<file path="src/rtl/rvvi_depacketizer.sv">
// rvvi_depacketizer: receive side of the RVVI trace link.
// Parses 32-bit AXI-stream beats from the MAC RX FIFO, checks the Ethernet header against DstMac/SrcMac/EthType,
// extracts the 64-bit FrameCount and the RVVI payload, and presents each complete frame as one record.
// Optional build macro: RVVI_DEPKT_SEQCHK_EN enables FrameCount sequence checking (SeqErrCount / ExpectedCount).
// DbgState mirrors the parser state: 0=HDR 1=CNT 2=PAY 3=TAIL 4=DROP.
//
// Handshakes: a beat transfers on a clock edge where RvviAxiRvalid & RvviAxiRready are both 1; a record transfers on
// an edge where RvviValid & RvviReady are both 1. RvviAxiRready is ~RvviValid (registered only), and RvviValid plus
// Rvvi/FrameCount hold steady from the cycle after the final tlast beat until the record transfer.
module rvvi_depacketizer #(
  parameter int RVVI_WIDTH        = 784,
  parameter int FRAME_COUNT_WIDTH = 64,
  parameter int CNT_WIDTH         = 16
) (
  input  logic                         clk,
  input  logic                         reset,
  input  logic [31:0]                  RvviAxiRdata,
  input  logic [3:0]                   RvviAxiRstrb,
  input  logic                         RvviAxiRlast,
  input  logic                         RvviAxiRvalid,
  output logic                         RvviAxiRready,
  input  logic [47:0]                  DstMac,
  input  logic [47:0]                  SrcMac,
  input  logic [15:0]                  EthType,
  output logic                         RvviValid,
  input  logic                         RvviReady,
  output logic [RVVI_WIDTH-1:0]        Rvvi,
  output logic [FRAME_COUNT_WIDTH-1:0] FrameCount,
  output logic [CNT_WIDTH-1:0]         DropCount,
  output logic [CNT_WIDTH-1:0]         SeqErrCount,
  output logic [2:0]                   DbgState
);

  // Payload words per frame; the surplus bits of the last word are dropped.
  localparam int NW    = (RVVI_WIDTH + 31) / 32;
  localparam int IDX_W = $clog2(6 + NW + 1);
  localparam logic [IDX_W-1:0] PAY_FIRST = IDX_W'(6);
  localparam logic [IDX_W-1:0] PAY_LAST  = IDX_W'(6 + NW - 1);

  typedef enum logic [2:0] {
    HDR  = 3'd0,
    CNT  = 3'd1,
    PAY  = 3'd2,
    TAIL = 3'd3,
    DROP = 3'd4
  } state_t;

  state_t           state, stateNext;
  logic [IDX_W-1:0] idx, idxNext;
  logic             beatAcc;
  logic             fullStrb;
  logic [31:0]      hdrExp, hdrMask;
  logic             hdrMatch;
  logic             dropInc;
  logic             setValid;
  logic             wrCntLo, wrCntHi, wrPay;
  logic [IDX_W-1:0] payK;
  logic [NW*32-1:0] payWide, payMerged;

  assign RvviAxiRready = ~RvviValid;
  assign beatAcc       = RvviAxiRvalid & RvviAxiRready;
  assign fullStrb      = &RvviAxiRstrb;
  assign DbgState      = state;

  // Expected header beat for the current index; wire byte 0 sits in lane 0, the EtherType pad is masked off.
  always_comb begin
    hdrExp  = '0;
    hdrMask = 32'hFFFF_FFFF;
    case (idx)
      IDX_W'(0): hdrExp = {DstMac[23:16], DstMac[31:24], DstMac[39:32], DstMac[47:40]};
      IDX_W'(1): hdrExp = {SrcMac[39:32], SrcMac[47:40], DstMac[7:0], DstMac[15:8]};
      IDX_W'(2): hdrExp = {SrcMac[7:0], SrcMac[15:8], SrcMac[23:16], SrcMac[31:24]};
      IDX_W'(3): begin
        hdrExp  = {16'h0000, EthType[7:0], EthType[15:8]};
        hdrMask = 32'h0000_FFFF;
      end
      default: ;
    endcase
  end

  assign hdrMatch = ((RvviAxiRdata ^ hdrExp) & hdrMask) == 32'h0;

  // Merge the incoming payload word into a word-padded copy of the record register.
  always_comb begin
    payK                      = (idx >= PAY_FIRST) ? (idx - PAY_FIRST) : '0;
    payWide                   = '0;
    payWide[RVVI_WIDTH-1:0]   = Rvvi;
    payMerged                 = payWide;
    payMerged[{payK, 5'd0} +: 32] = RvviAxiRdata;
  end

`ifdef RVVI_DEPKT_SEQCHK_EN
  logic [63:0] expectedCount;
  logic        seqSeen;
  logic        seqBad;
  logic        seqErrInc;
  logic        cntDone;
  assign seqBad = seqSeen && ({RvviAxiRdata, FrameCount[31:0]} != expectedCount);
`endif

  // Parser next-state and per-beat actions.
  always_comb begin
    stateNext = state;
    idxNext   = idx;
    dropInc   = 1'b0;
    setValid  = 1'b0;
    wrCntLo   = 1'b0;
    wrCntHi   = 1'b0;
    wrPay     = 1'b0;
`ifdef RVVI_DEPKT_SEQCHK_EN
    seqErrInc = 1'b0;
    cntDone   = 1'b0;
`endif
    if (beatAcc) begin
      case (state)
        HDR: begin
          // A bad header beat or a frame ending inside the header is one drop.
          if (!hdrMatch || RvviAxiRlast || !fullStrb) begin
            dropInc   = 1'b1;
            stateNext = RvviAxiRlast ? HDR : DROP;
            idxNext   = '0;
          end else begin
            idxNext = idx + 1'b1;
            if (idx == IDX_W'(3)) stateNext = CNT;
          end
        end
        CNT: begin
          if (RvviAxiRlast || !fullStrb) begin
            dropInc   = 1'b1;
            stateNext = RvviAxiRlast ? HDR : DROP;
            idxNext   = '0;
          end else if (idx == IDX_W'(4)) begin
            wrCntLo = 1'b1;
            idxNext = idx + 1'b1;
          end else begin
            wrCntHi = 1'b1;
`ifdef RVVI_DEPKT_SEQCHK_EN
            cntDone = 1'b1;
            if (seqBad) begin
              seqErrInc = 1'b1;
              stateNext = DROP;
              idxNext   = '0;
            end else
`endif
            begin
              idxNext   = idx + 1'b1;
              stateNext = PAY;
            end
          end
        end
        PAY: begin
          // Early tlast, or a partial beat that does not end the payload, truncates the frame.
          if ((idx != PAY_LAST && (RvviAxiRlast || !fullStrb)) ||
              (idx == PAY_LAST && !RvviAxiRlast && !fullStrb)) begin
            dropInc   = 1'b1;
            stateNext = RvviAxiRlast ? HDR : DROP;
            idxNext   = '0;
          end else begin
            wrPay = 1'b1;
            if (idx == PAY_LAST) begin
              if (RvviAxiRlast) begin
                setValid  = 1'b1;
                stateNext = HDR;
                idxNext   = '0;
              end else begin
                stateNext = TAIL;
              end
            end else begin
              idxNext = idx + 1'b1;
            end
          end
        end
        TAIL: begin
          // Minimum-frame padding after the payload is discarded; the record goes out on tlast.
          if (RvviAxiRlast) begin
            setValid  = 1'b1;
            stateNext = HDR;
            idxNext   = '0;
          end else if (!fullStrb) begin
            dropInc   = 1'b1;
            stateNext = DROP;
            idxNext   = '0;
          end
        end
        DROP: begin
          if (RvviAxiRlast) begin
            stateNext = HDR;
            idxNext   = '0;
          end
        end
        default: begin
          stateNext = HDR;
          idxNext   = '0;
        end
      endcase
    end
  end

  // Parser state and beat index registers.
  always_ff @(posedge clk) begin
    if (reset) begin
      state <= HDR;
      idx   <= '0;
    end else begin
      state <= stateNext;
      idx   <= idxNext;
    end
  end

  // Record assembly directly in the output registers; the beat port is closed while a record is pending.
  always_ff @(posedge clk) begin
    if (reset) begin
      RvviValid  <= 1'b0;
      Rvvi       <= '0;
      FrameCount <= '0;
    end else begin
      if (setValid) RvviValid <= 1'b1;
      else if (RvviValid && RvviReady) RvviValid <= 1'b0;
      if (wrCntLo) FrameCount[31:0]  <= RvviAxiRdata;
      if (wrCntHi) FrameCount[63:32] <= RvviAxiRdata;
      if (wrPay)   Rvvi              <= payMerged[RVVI_WIDTH-1:0];
    end
  end

  // Saturating count of discarded frames.
  always_ff @(posedge clk) begin
    if (reset) DropCount <= '0;
    else if (dropInc && (DropCount != '1)) DropCount <= DropCount + 1'b1;
  end

`ifdef RVVI_DEPKT_SEQCHK_EN
  // Sequence tracking: resync on every frame that passes the header, count gaps after the first frame.
  always_ff @(posedge clk) begin
    if (reset) begin
      expectedCount <= '0;
      seqSeen       <= 1'b0;
      SeqErrCount   <= '0;
    end else begin
      if (cntDone) begin
        expectedCount <= {RvviAxiRdata, FrameCount[31:0]} + 64'd1;
        seqSeen       <= 1'b1;
      end
      if (seqErrInc && (SeqErrCount != '1)) SeqErrCount <= SeqErrCount + 1'b1;
    end
  end
`else
  assign SeqErrCount = '0;
`endif

endmodule

</file>
<file path="config.mk">
export PLATFORM = sky130hd
export DESIGN_NAME = rvvi_depacketizer
export DESIGN_NICKNAME = d
export VERILOG_FILES = /design/src/rtl/rvvi_depacketizer.sv
export SDC_FILE = /design/constraint.sdc
export NUM_CORES = 2
export LEC_CHECK = 0
export BUFFER_PORTS_ARGS = -buffer_cell sky130_fd_sc_hd__buf_2
export CORE_AREA = 2 2 406 408
export CTS_CLUSTER_DIAMETER = 150
export CTS_CLUSTER_SIZE = 40
export DETAILED_ROUTE_END_ITERATION = 7
export DIE_AREA = 0 0 408 410
export PLACE_DENSITY = 0.41
export RECOVER_POWER = 25
export SLEW_MARGIN = 20
export SYNTH_ARGS = -nofsm -noshare
export SYNTH_HDL_FRONTEND = slang
export SYNTH_SLANG_ARGS = --single-unit
</file>
<file path="constraint.sdc">
create_clock -name clk -period 3.9 [get_ports clk]
set_input_delay 0.78 -clock clk [delete_from_list [all_inputs] [get_ports clk]]
set_output_delay 0.78 -clock clk [all_outputs]
set_load 0.03 [all_outputs]
</file>
==> impl.org <==
** Power and ir drop
- The share of total power dissipated in the clock network is 0.329.
- VDD sags by at most 0.357 mV.
- The share of total power dissipated in combinational logic is 0.060.
- Of the total power, the share spent switching nets is 0.271.
- Static Leak :: 0.0156 uW
- In this run the power spent charging and discharging nets is 3960 uW.
- For this design the ratio of total power to cell area is 354 nW/um^2.
- The share of total power dissipated in sequential elements is 0.610.
- Internal Pwr Total :: 10700 uW
- The completed layout was analyzed and its total power is 14600 uW.

** Drt
- Final antenna-violating net count :: 0
- Using the TritonRoute via totals, the vias-per-cell ratio works out to about 4.5.
- After the first detailed-routing iteration, the DRC count stood at 3083.
- # DRC :: 0
- Across all layers, the routed design uses 31800 vias.
- Aggregate routed wire length :: 181000 um
- Routed wirelength normalized by instance count :: between 20 and 30 um
- Number of detailed-routing iterations run before antenna repair :: 7

** Clock tree
- Buffers inserted during clock tree synthesis total 30.
- The clock net in this run drives a total of 873 sinks.
- CTS built an H-tree with a depth of 1.
- Clock-pin slew was measured on the worst setup and hold paths at 150 ps.
- Clock latency on the worst-skew pair, taken at its later pin, is 720 ps.
- The number of hold buffers added after CTS was 0.
- CTS root buffer :: sky130_fd_sc_hd__clkbuf_16
- Clock tree from TritonCTS :: yes
- The clock passes through at most 3 buffers.

** Setup path
- Start-to-end type of the worst setup path :: flip-flop to flip-flop
- For the worst setup path, the data arrival time is 4350 ps.
- The largest single stage delay on the critical path is 500 ps.
- STA puts the critical path data required time at around 4500 ps.
- Walking the worst path, the cells encountered are ha_1 -> buf_4 -> and4_1 -> nand2_1 -> a211o_1 -> nor3_4 -> nand2_2 -> nor2_4 -> buf_12 -> mux2i_1 -> nor2_1.
- Internal reg-to-reg setup slack :: 150 ps
- The worst setup path is captured at a flip-flop.
- Crit path launch type :: flip-flop
- Critical path's top delay family :: simple AND/OR/NAND/NOR gates
- Slowest-stage cell, CP :: sky130_fd_sc_hd__dfxtp_1
- Critical path buffer and inverter count :: 2
- In this run the worst path has a maximum fanout of 35.

** Synthesis
- Counting flops with an async set or reset pin after synthesis yields a share of 0.
- The cell area that synthesis handed to floorplanning was 33000 um^2.
- Distinct cell type count after synthesis :: 61
- Post-synth top flop :: sky130_fd_sc_hd__dfxtp_1
- Synthesis produced a netlist whose cell count is slightly above 4000.
- Number of enable flip-flop cells after synthesis :: 0
- Synth Warn # :: 0
- The share of the Yosys chip area taken by registers is 0.530.
- Counting flops and latches in the post-synthesis netlist gives 873.
- In this run the mean area of a mapped cell was ~8 um^2.

** Placement
- Routability-driven placement finished with a final weighted congestion of ~0.84.
- Post-DP HPWL :: 127000 um
- Number of input and output port buffers inserted :: roughly 1000

** STA
- Final Max Tran Viols :: 0
- On the final layout, the worst clock skew is 67.9 ps.
- Setup repair after global routing left no endpoint under its margin.
- For the pin with the worst max-slew slack, the measured transition is around 1000 ps.
- In the finished design, the share of the clock period the worst path needs comes to 0.962.
- The worst pin sits at a relative slew slack of 0.312.
- Setup TNS :: 0 ps
- Setup violations remaining at the end of the flow were counted as 0.
- The number of hold-slack violations in the final timing report was 0.
- Maximum operating frequency :: approximately 0.27 GHz
- The smallest clock period supported by the final layout is computed as about 3800 ps.

** GRT
- For this run, global-route usage on met1 was measured as 0.266.
- met2 is the most crowded layer.
- The number of antenna violations at the first check in global routing was 16.
- Number of global-route vias before repair :: 28600
- GRT Residual Overflow :: 0
- In the global route stage, met2 resource usage came out at 0.348.
- In the global route stage, overall resource usage came out at 0.204.
- Met3 GRT Util :: 0.0428
- Pin count of the biggest net entering global routing :: approximately 120
- Global-route wire length before repair :: 244000 um

** Outcome
- The run finished with clean final reports.

** Floorplan
- Total I/O pin count :: 1038
- The die covers 167000 um^2.
- From bottom edge to top edge, the die measures between 400 and 500 um.
- Die span in x :: 408 um
- Initial standard-cell utilization of the core :: 0.202
- Placeable core area :: ~160000 um^2
- Num rows :: 149

** Finish
- Layout cells sized above 1 :: 0.172
- Commonest cells after routing, fill and taps aside :: sky130_fd_sc_hd__nand2_1 (921), sky130_fd_sc_hd__dfxtp_1 (873), sky130_fd_sc_hd__a21oi_1 (694)
- After the last flow step, the layout net total stands at 5018.
- Area Overhead vs Synth :: 25.3%
- Leaving out fill and tap cells, the most frequent cell in the layout is sky130_fd_sc_hd__nand2_1.

** Flow run
- Number of max-capacitance violations reported :: 0

** Worst hold path
- The worst hold path belongs to the class primary input to flip-flop.
==> state kept, by name, indices dropped and copies added (netlist names) <==
register    flops
DbgState        3
DropCount      16
FrameCount     64
Rvvi          784
RvviValid       1
idx             5
==> metal layers <==
| layer | part of all wire | wire length (um) | up-vias |
|---|---|---|---|
| met5 | 0.00018 | 32 | - |
| met4 | 0.019 | 3470 | 4 |
| met3 | 0.075 | 13700 | 130 |
| met2 | 0.48 | 87400 | 1231 |
| met1 | 0.42 | 76800 | 15400 |
| li1 | - | - | 15000 |
==> final cells by class <==
type	count	area [um^2]
Clock buffer	33	793
Multi-Input combinational cell	2763	14000
Antenna cell	4	10.0
Sequential cell	873	17500
Inverter	12	45.0
Tap cell	2189	2740
Clock inverter	9	205
Timing Repair Buffer	1178	6110
Fill cell	18200	122000
==> cell usage after synthesis, drive strengths merged, types with 2 or more instances <==
master,count,area share
or2,3,0.00057
o22ai,8,0.0015
ha,7,0.0027
mux2,4,0.0014
nand3,296,0.045
nor3b,2,0.00045
inv,12,0.0014
and3,6,0.0011
a211o,6,0.0016
xor2,6,0.0016
a41oi,2,0.00053
nand4,15,0.0028
buf,115,0.019
nor2b,4,0.00076
and4,2,0.00053
nor3,13,0.0025
o21ai,18,0.0027
a211oi,4,0.0011
dfxtp,873,0.53
nand2b,6,0.0011
a22oi,40,0.0091
or3,15,0.0028
and2,7,0.0013
a21oi,695,0.11
nand2,929,0.11
clkbuf,300,0.035
nor4,11,0.0025
xnor2,17,0.0045
a2bb2oi,2,0.00053
a2111o,5,0.0017
a222oi,16,0.0049
mux2i,193,0.059
a21o,2,0.00045
nor2,401,0.046
==> final timing paths <==
path              startpoint        end  cells past startpoint
setup / recovery      idx[1]  Rvvi[718]                     11
hold / removal     RvviReady  RvviValid                      3
setup reg to reg      idx[1]  Rvvi[718]                     11
hold reg to reg    Rvvi[695]  Rvvi[695]                      2
==> worst reg2reg max path, stage by stage (launching register included) <==
cell and delay (ps):
sky130_fd_sc_hd__dfxtp_1 500, sky130_fd_sc_hd__ha_1 230, sky130_fd_sc_hd__buf_4 380, sky130_fd_sc_hd__and4_1 340, sky130_fd_sc_hd__nand2_1 70, sky130_fd_sc_hd__a211o_1 450
sky130_fd_sc_hd__nor3_4 400, sky130_fd_sc_hd__nand2_2 320, sky130_fd_sc_hd__nor2_4 290, sky130_fd_sc_hd__buf_12 280, sky130_fd_sc_hd__mux2i_1 320, sky130_fd_sc_hd__nor2_1 60
==> per-stage QoR <==
step	setup WS, ps	instances	util	hold WS, ps	instance area, um^2
floorplan	125	4063	-	577	33100
global placement	118	7011	0.250	435	40800
detailed placement	91.6	7011	0.250	441	40800
CTS	40.9	7053	0.256	299	41800
global route	14.8	7057	0.253	373	41300
finish	148	7061	0.253	354	41400
==> cell families after synthesis <==
group,share of synthesized area
compound gates,0.133
xor+xnor,0.00610
fa+ha+maj,0.00265
buf+inv,0.0550
flops,0.530
mux,0.0599
other cells,0.000114
simple gates,0.214
==> power by group through the flow <==
stage	registers [uW]	logic, uW	clock network [uW]
finish	8930	882	4820
global route	8940	920	5230
CTS	8930	902	4990
detailed placement	9130	901	0
floorplan	9130	359	0
global placement	9130	905	0
==> timing repair <==
item | in CTS | in global routing
endpoints found under the setup margin | 0 | 257
setup buffers | 0 | 4
gates resized for setup | 0 | 6
Power figures use the tool's default switching activity.
